--- src/rtl/regfile_wb_arbiter.sv ---
// Write-side arbiter for the 32x32 register file: merges the ALU writeback (port A)
// with FIFO-buffered long-latency results (port B) and tracks pending destinations.
module regfile_wb_arbiter #(
    parameter int unsigned DATA_W       = 32,
    parameter int unsigned ADDR_W       = 5,
    parameter int unsigned DEPTH        = 4,
    parameter int unsigned STARVE_LIMIT = 3
) (
    input  logic                 clk,
    input  logic                 rst_n,
    input  logic                 a_valid,
    output logic                 a_ready,
    input  logic [ADDR_W-1:0]    a_rd,
    input  logic [DATA_W-1:0]    a_data,
    input  logic                 b_valid,
    output logic                 b_ready,
    input  logic [ADDR_W-1:0]    b_rd,
    input  logic [DATA_W-1:0]    b_data,
    input  logic                 iss_valid,
    input  logic [ADDR_W-1:0]    iss_rd,
    output logic [2**ADDR_W-1:0] busy,
    output logic                 WE3,
    output logic [ADDR_W-1:0]    A3,
    output logic [DATA_W-1:0]    WD3
);

    localparam int unsigned PTR_W = $clog2(DEPTH);
    localparam int unsigned CNT_W = (STARVE_LIMIT > 0) ? $clog2(STARVE_LIMIT + 1) : 1;

    typedef enum logic [1:0] {
        GNT_IDLE,
        GNT_A,
        GNT_FIFO,
        GNT_BYPASS
    } gnt_e;

    gnt_e                gnt;
    logic [ADDR_W-1:0]   rd_mem   [DEPTH];
    logic [DATA_W-1:0]   data_mem [DEPTH];
    logic [PTR_W-1:0]    wptr, rptr;
    logic [PTR_W:0]      count;
    logic [CNT_W-1:0]    starve_cnt;
    logic                empty, full, force_b, enq, deq;
    logic [ADDR_W-1:0]   sel_rd;
    logic [DATA_W-1:0]   sel_data;
    logic                sel_b, win;
    logic                we3_from_b;
    logic [2**ADDR_W-1:0] busy_nxt;

    assign empty   = (count == '0);
    assign full    = (count == (PTR_W+1)'(DEPTH));
    assign force_b = !empty && (starve_cnt >= CNT_W'(STARVE_LIMIT));
    assign a_ready = !force_b;
    assign b_ready = !full;

    always_comb begin
        gnt      = GNT_IDLE;
        sel_rd   = '0;
        sel_data = '0;
        sel_b    = 1'b0;
        if (force_b)       gnt = GNT_FIFO;
        else if (a_valid)  gnt = GNT_A;
        else if (!empty)   gnt = GNT_FIFO;
        else if (b_valid)  gnt = GNT_BYPASS;
        case (gnt)
            GNT_A: begin
                sel_rd   = a_rd;
                sel_data = a_data;
            end
            GNT_FIFO: begin
                sel_rd   = rd_mem[rptr];
                sel_data = data_mem[rptr];
                sel_b    = 1'b1;
            end
            GNT_BYPASS: begin
                sel_rd   = b_rd;
                sel_data = b_data;
                sel_b    = 1'b1;
            end
            default: ;
        endcase
    end

    // A bypassed port-B request is consumed directly and never occupies a slot.
    assign enq = b_valid && !full && (gnt != GNT_BYPASS);
    assign deq = (gnt == GNT_FIFO);
    assign win = (gnt != GNT_IDLE) && (sel_rd != '0);

    always_ff @(posedge clk) begin
        if (enq) begin
            rd_mem[wptr]   <= b_rd;
            data_mem[wptr] <= b_data;
        end
    end

    always_ff @(posedge clk or negedge rst_n) begin
        if (!rst_n) begin
            wptr       <= '0;
            rptr       <= '0;
            count      <= '0;
            starve_cnt <= '0;
        end else begin
            if (enq) wptr <= wptr + PTR_W'(1);
            if (deq) rptr <= rptr + PTR_W'(1);
            case ({enq, deq})
                2'b10:   count <= count + (PTR_W+1)'(1);
                2'b01:   count <= count - (PTR_W+1)'(1);
                default: ;
            endcase
            if (deq || empty)
                starve_cnt <= '0;
            else if (gnt == GNT_A && starve_cnt < CNT_W'(STARVE_LIMIT))
                starve_cnt <= starve_cnt + CNT_W'(1);
        end
    end

    always_ff @(posedge clk or negedge rst_n) begin
        if (!rst_n) begin
            WE3        <= 1'b0;
            A3         <= '0;
            WD3        <= '0;
            we3_from_b <= 1'b0;
        end else begin
            WE3        <= win;
            we3_from_b <= win && sel_b;
            if (win) begin
                A3  <= sel_rd;
                WD3 <= sel_data;
            end
        end
    end

    // Clear lands on the edge the register file captures; a same-edge issue re-sets it.
    always_comb begin
        busy_nxt = busy;
        if (WE3 && we3_from_b)
            busy_nxt[A3] = 1'b0;
        if (iss_valid && iss_rd != '0)
            busy_nxt[iss_rd] = 1'b1;
        busy_nxt[0] = 1'b0;
    end

    always_ff @(posedge clk or negedge rst_n) begin
        if (!rst_n) busy <= '0;
        else        busy <= busy_nxt;
    end

endmodule

--- config.mk ---
export PLATFORM = sky130hd
export DESIGN_NAME = regfile_wb_arbiter
export DESIGN_NICKNAME = d
export VERILOG_FILES = /design/src/rtl/regfile_wb_arbiter.sv
export SDC_FILE = /design/constraint.sdc
export NUM_CORES = 1
export LEC_CHECK = 0
export CORE_MARGIN = 2
export CORE_UTILIZATION = 47
export DETAILED_ROUTE_END_ITERATION = 8
export GPL_ROUTABILITY_DRIVEN = 1
export PLACE_DENSITY = 0.72
export SLEW_MARGIN = 10
export SYNTH_ARGS = -nofsm -noshare
export SYNTH_HDL_FRONTEND = slang
export SYNTH_SLANG_ARGS = --single-unit
--- constraint.sdc ---
create_clock -name clk -period 2.9 [get_ports clk]
set_clock_uncertainty 0.05 [all_clocks]
set_input_delay 0.87 -clock clk [delete_from_list [all_inputs] [get_ports clk]]
set_output_delay 0.87 -clock clk [all_outputs]
set_load 0.05 [all_outputs]
After elaboration in Yosys (flattened, before gate mapping)
Memory sizes are Yosys's and may differ from the RTL's.
Index checks and enable logic that the tools add are counted.

word-level totals
  register bits after elaboration = 79
  output and inout port bits = 72
  memories kept = 2
  memory bits (writable) = 148

cells by class
  multiplexer cells = 18
  equality and inequality tests = 7
  bitwise gates (word level) = 3
  add/subtract/negate cells = 5
  order comparisons = 6
  reduce and logical (&&, ||, !) cells = 21

memories
  name      words  width  read ports  clocked after Yosys merged registers in  write ports  line  RTL
  data_mem  4      32     1           0                                        1            39    logic [DATA_W-1:0] data_mem [DEPTH];
  rd_mem    4      5      1           0                                        1            38    logic [ADDR_W-1:0] rd_mem [DEPTH];

operator list
  kind                                                                count
  case mux 32 bit (3 select lines)                                    1
  two-way mux 32 bit                                                  2
  bitwise AND 32 bit                                                  1
  NOT 32 bit                                                          1
  OR 32 bit                                                           1
  case mux 5 bit (3 select lines)                                     1
  < comparator 5 x 6 -> 1 bit (second input constant)                 2
  two-way mux 2 bit                                                   6
  demux 1 bit (select 5 bit)                                          2
  greater-or-equal comparator 5 x 1 -> 1 bit (second input constant)  2
  logical AND 1 bit                                                   10
  nonzero test 5 bit                                                  2
  adder 2 x 1 -> 2 bit (second input constant)                        3
  equality test 2 bit (second input constant)                         3
  case mux 3 bit (2 select lines)                                     1
  nonzero test 2 bit                                                  3
  two-way mux 1 bit                                                   5
  equality test 2 x 1 -> 1 bit (second input constant)                2
  adder 3 x 1 -> 3 bit (second input constant)                        1
  equality test 3 bit (second input constant)                         1
  zero test 1 bit                                                     3
  zero test 3 bit                                                     1
  subtractor 3 x 1 -> 3 bit (second input constant)                   1
  greater-or-equal comparator 2 bit (second input constant)           1
  4 further kinds                                                     4

Depth between registers and ports, before layout
  depth after elaboration = 9
  depth in mapped cells = 11

Worst setup path before layout
Ideal clock, no wire load.

  path kind = register to register
  start = register count[2]
  end = register WD3[17]
  setup slack = -0.505 ns
  required time = 2.725 ns
  period minus slack after synthesis = 3.405 ns
  stages on the path, launching flop included = 10
  arrival time = 3.230 ns
  buffers on the path = 3
  cells stage by stage = dfrtp_1 -> o31ai_1 -> and2_1 -> clkbuf_1 -> a222oi_1 -> nand4_1 -> or2_1 -> buf_6 -> buf_6 -> mux2_4

between the ends
  cells in the longest elaborated chain, start to end = 8
  elaborated cells between the ends (all ways) = 14

RTL lines
  element                                                                     line    RTL
  from (decl)                                                                 41      logic [PTR_W:0] count;
  from (signal assigned)                                                      106     2'b10: count <= count + (PTR_W+1)'(1);
  from (signal assigned)                                                      107     2'b01: count <= count - (PTR_W+1)'(1);
  zero test 3 bit *                                                           50      assign empty = (count == '0);
  two-way mux 2 bit / zero test 1 bit (equally long branches)                 n/a
  two-way mux 2 bit / logical AND 1 bit (equally long branches)               62, 52
  two-way mux 2 bit *                                                         61      if (force_b) gnt = GNT_FIFO;
  equality test 2 bit / equality test 2 x 1 -> 1 bit (equally long branches)  65      case (gnt)
  case mux 5 bit (3 select lines)                                             65
  nonzero test 5 bit                                                          87      assign win = (gnt != GNT_IDLE) && (sel_rd != '0);
  logical AND 1 bit                                                           87
  to (signal assigned)                                                        128     WD3 <= sel_data;
  to (decl)                                                                   24      output logic [DATA_W-1:0] WD3

Every way passes the cells marked *; elsewhere a longest branch is shown, timed or not.
A chain may end at the register's enable or synchronous reset.

Final worst setup path
  start = input b_valid
  end = register WD3[28]

between the ends
  cells in the longest elaborated chain, start to end = 8
  elaborated cells between the ends (all ways) = 12

RTL lines
  element                                                                     line  RTL
  from (decl)                                                                 15    input logic b_valid,
  two-way mux 2 bit *                                                         64    else if (b_valid) gnt = GNT_BYPASS;
  two-way mux 2 bit *                                                         63    else if (!empty) gnt = GNT_FIFO;
  two-way mux 2 bit *                                                         62    else if (a_valid) gnt = GNT_A;
  two-way mux 2 bit *                                                         61
  equality test 2 bit / equality test 2 x 1 -> 1 bit (equally long branches)  65
  case mux 5 bit (3 select lines)                                             65
  nonzero test 5 bit                                                          87
  logical AND 1 bit                                                           87

Marked as above.

==> impl_metrics.env <==
export IMPL_status="complete, no violations"
export IMPL_ant_nets=0
export IMPL_grt_pass1_vias=6120
export IMPL_utilization_pct=63.3
export IMPL_grt_setup_unrepaired="false"
export IMPL_grtUsageTotal_pct=20.7
export IMPL_drtIter0Drc=336
export IMPL_core_sq_um=19300
export IMPL_power_frac_clock_pct=23.2
export IMPL_wl_mm=21.1
export IMPL_cts_resized=1
export IMPL_ys_seq_area_share_pct=69.9
export IMPL_avgSynthCellArea_sq_um=16.1
export IMPL_setup_viol=0
export IMPL_num_antenna_cells=0
export IMPL_p_switching_mw=5.17
export IMPL_wl_per_cell_um=20.1
export IMPL_r2r_slack_ns=0.23
export IMPL_final_cell_mix="clkdlybuf4s50_1, edfxtp_1, dfrtp_1, nand2_1, o21ai_0"
export IMPL_cp_slowest_stage_delay_ns=0.47
export IMPL_syn_area_sq_um=9190
export IMPL_fp_dieW_um=144
export IMPL_yosys_warnings=0
export IMPL_worstSetupEndpointType="flop"
export IMPL_cts_sinks=227
export IMPL_cts_setup_buffers=0
export IMPL_dpl_cell_area_sq_um=11400
export IMPL_yosysTopAreaCell="edfxtp_1"
export IMPL_critPathLaunchType="primary input"
export IMPL_maxClockFrequency_mhz=365
export IMPL_vias=5834
export IMPL_die_h_um=144
export IMPL_grt_max_degree=43
export IMPL_rows=51
export IMPL_synth_cell_types=34
export IMPL_mostFrequentLayoutCell="clkdlybuf4s50_1"
export IMPL_holdBufCountCts=0
export IMPL_clk_latency_ns=0.51
export IMPL_pwr_share_comb_pct=41.5
export IMPL_synth_area_leaders="edfxtp_1, dfrtp_1, mux4_2"
export IMPL_grt_overflow_total=0
export IMPL_grt_pass1_wl_mm=32.8
export IMPL_synth_top_cell_area_share_pct=48.4
export IMPL_fin_total_pwr_mw=14.0
export IMPL_max_vdd_ir_drop_uv=664
export IMPL_power_density_nw_per_um2=1140
export IMPL_die_area_sq_um=20700
export IMPL_portBuffers=154
export IMPL_vias_per_cell=5.56
export IMPL_cts_inserted_buffers=24
export IMPL_r2r_start="count[1]$_DFFE_PN0P_"
export IMPL_critPathRequiredTime_ns=3.24
export IMPL_drive_above_1_share_pct=21.0
export IMPL_crit_type="primary input to flop"
export IMPL_r2r_end="WD3[28]$_DFFE_PN0P_"
export IMPL_cts_root_buf="clkbuf_16"
export IMPL_htreeDepth=1
export IMPL_seq_area_sq_um=6420
export IMPL_tightest_slew_ns=0.642
export IMPL_areaGrowthSynthToFinish_pct=33.3
export IMPL_multiInputGateArea_sq_um=2610
export IMPL_num_io_pins=156
export IMPL_crit_path_top_delay_cell="a222oi_1"
export IMPL_fin_crit_sh_pct=94.4
export IMPL_final_cell_area_sq_um=12200
export IMPL_hold_viol=0
export IMPL_antenna_found_initial=0
export IMPL_syn_nets=663
export IMPL_nFillCells=1369
export IMPL_sequentialPowerShare_pct=35.3
export IMPL_slew_headroom_pct=57.2
export IMPL_p_int_mw=8.84
export IMPL_r2r_cells=7
export IMPL_swShare_pct=36.9
export IMPL_hold_path_class="primary input to asynchronous set/reset pin"
export IMPL_drc=0
export IMPL_cp_cell_sequence="clkdlybuf4s50_1, nor3b_2, a222oi_1, nand4_1, or2_2, buf_12, mux2_4"
export IMPL_worstPathMaxFanout=19
export IMPL_worstPathArrival_ns=3.08
export IMPL_path_clk_slew_ns=0.06
export IMPL_cts_tree="built"
export IMPL_nets=857
export IMPL_gp_congestion=0.843
export IMPL_ys_seq_elements=227
export IMPL_fin_crit_ns=2.74
export IMPL_p_leak_nw=4.55
export IMPL_first_pass_iters=6
export IMPL_finalMaxSlewViolations=0
export IMPL_start_util_pct=47.5
export IMPL_dpl_hpwl_mm=14.5
export IMPL_drv_cap=0
export IMPL_synth_cells=572
export IMPL_clockBufferDepth=3
state kept, by name, summed over array words and instances (netlist names):
| register | count |
|---|---|
| starve_cnt | 2 |
| data_mem | 128 |
| count | 3 |
| we3_from_b | 1 |
| wptr | 2 |
| WE3 | 1 |
| rptr | 2 |
| rd_mem | 20 |
| WD3 | 32 |
| busy | 31 |
| A3 | 5 |
cell type report:
type,instances,share of cell area [%]
sequential,227,52.5
multi-input combinational,307,21.3
timing repair buffer,194,16.1
clock buffer,33,5.68
tap,265,2.71
clock inverter,11,1.33
inverter,12,0.368
metal layers:
layer  wire length, um  track usage (%)
met4               421             5.16
met2             10500             35.2
met1              8720             28.0
met3              1390             3.60
met5                 0                0
worst max-delay path by stage:
| stage | startpoint | cells past startpoint | slack (ns) | end |
|---|---|---|---|---|
| 2_1_floorplan | a_valid | 10 | 0.20 | count[2]$_DFFE_PN0P_ |
| 3_3_place_gp | a_valid | 7 | -0.20 | WD3[19]$_DFFE_PN0P_ |
| 3_5_place_dp | a_valid | 7 | -0.34 | WD3[21]$_DFFE_PN0P_ |
| 4_1_cts | A3[4]$_DFFE_PN0P_ | 1 | 0.16 | A3[4] |
| 5_1_grt | a_valid | 7 | 0.07 | WD3[28]$_DFFE_PN0P_ |
| 6_report | b_valid | 7 | 0.16 | WD3[28]$_DFFE_PN0P_ |
synthesized netlist by cell type:
cell and count:
buf_1 9, nand3_1 9, ha_1 6, nand4_1 2, mux2_2 18, mux4_2 37
o31ai_1 1, and3_1 1, and2_1 6, clkbuf_1 10, nor3b_1 1, xor2_1 3
or3b_2 3, or2_1 1, conb_1 1, fa_1 1, buf_4 2, buf_2 1
nand2_1 77, o21bai_1 1, mux2_4 14, or3_4 1, buf_6 4, o21ai_0 69
xnor2_1 3, dfrtp_1 79, a21boi_4 1, a22oi_1 33, a222oi_1 4, nor2_1 7
inv_1 12, nand3b_1 5, or3_1 2, edfxtp_1 148
per-stage QoR:
| stage | setup WS, ns | hold slack, ns | cells | setup TNS [ns] |
|---|---|---|---|---|
| 2_1_floorplan | 0.204 | 0.357 | 572 | 0 |
| 3_3_place_gp | -0.199 | 0.368 | 1005 | -5.95 |
| 3_5_place_dp | -0.337 | 0.400 | 1005 | -10.98 |
| 4_1_cts | 0.157 | 0.344 | 1049 | 0 |
| 5_1_grt | 0.0708 | 0.380 | 1049 | 0 |
| 6_report | 0.162 | 0.340 | 1049 | 0 |
cells by family (layout without fill, tap and decap cells):
family	Yosys count	count (layout)	synth area share, %
adder cells (fa/ha/maj)	7	7	1.04
XOR/XNOR	6	6	0.572
flip-flops	227	227	69.9
other	1	1	0.0408
AO/OA/AOI/OAI	109	109	7.26
AND/OR/NAND/NOR	115	115	5.64
multiplexers	69	69	13.6
buffers and inverters	38	250	1.98
power by group through the flow:
| stage | Clock, mW | Sequential, mW | Combinational [mW] |
|---|---|---|---|
| after floorplan | 0 | 6.50 | 2.19 |
| after global placement | 0 | 4.94 | 5.73 |
| after detailed placement | 0 | 5.00 | 5.85 |
| after CTS | 3.30 | 4.95 | 5.87 |
| after global routing | 3.42 | 5.05 | 6.16 |
| final | 3.25 | 4.95 | 5.81 |
critical path: cells and delay by family:
kind            cells  cell delay [ns]
compound gates      1             0.47
buf+inv             2             0.62
mux                 1             0.31
simple gates        3             0.78
Power figures use the tool's default switching activity.
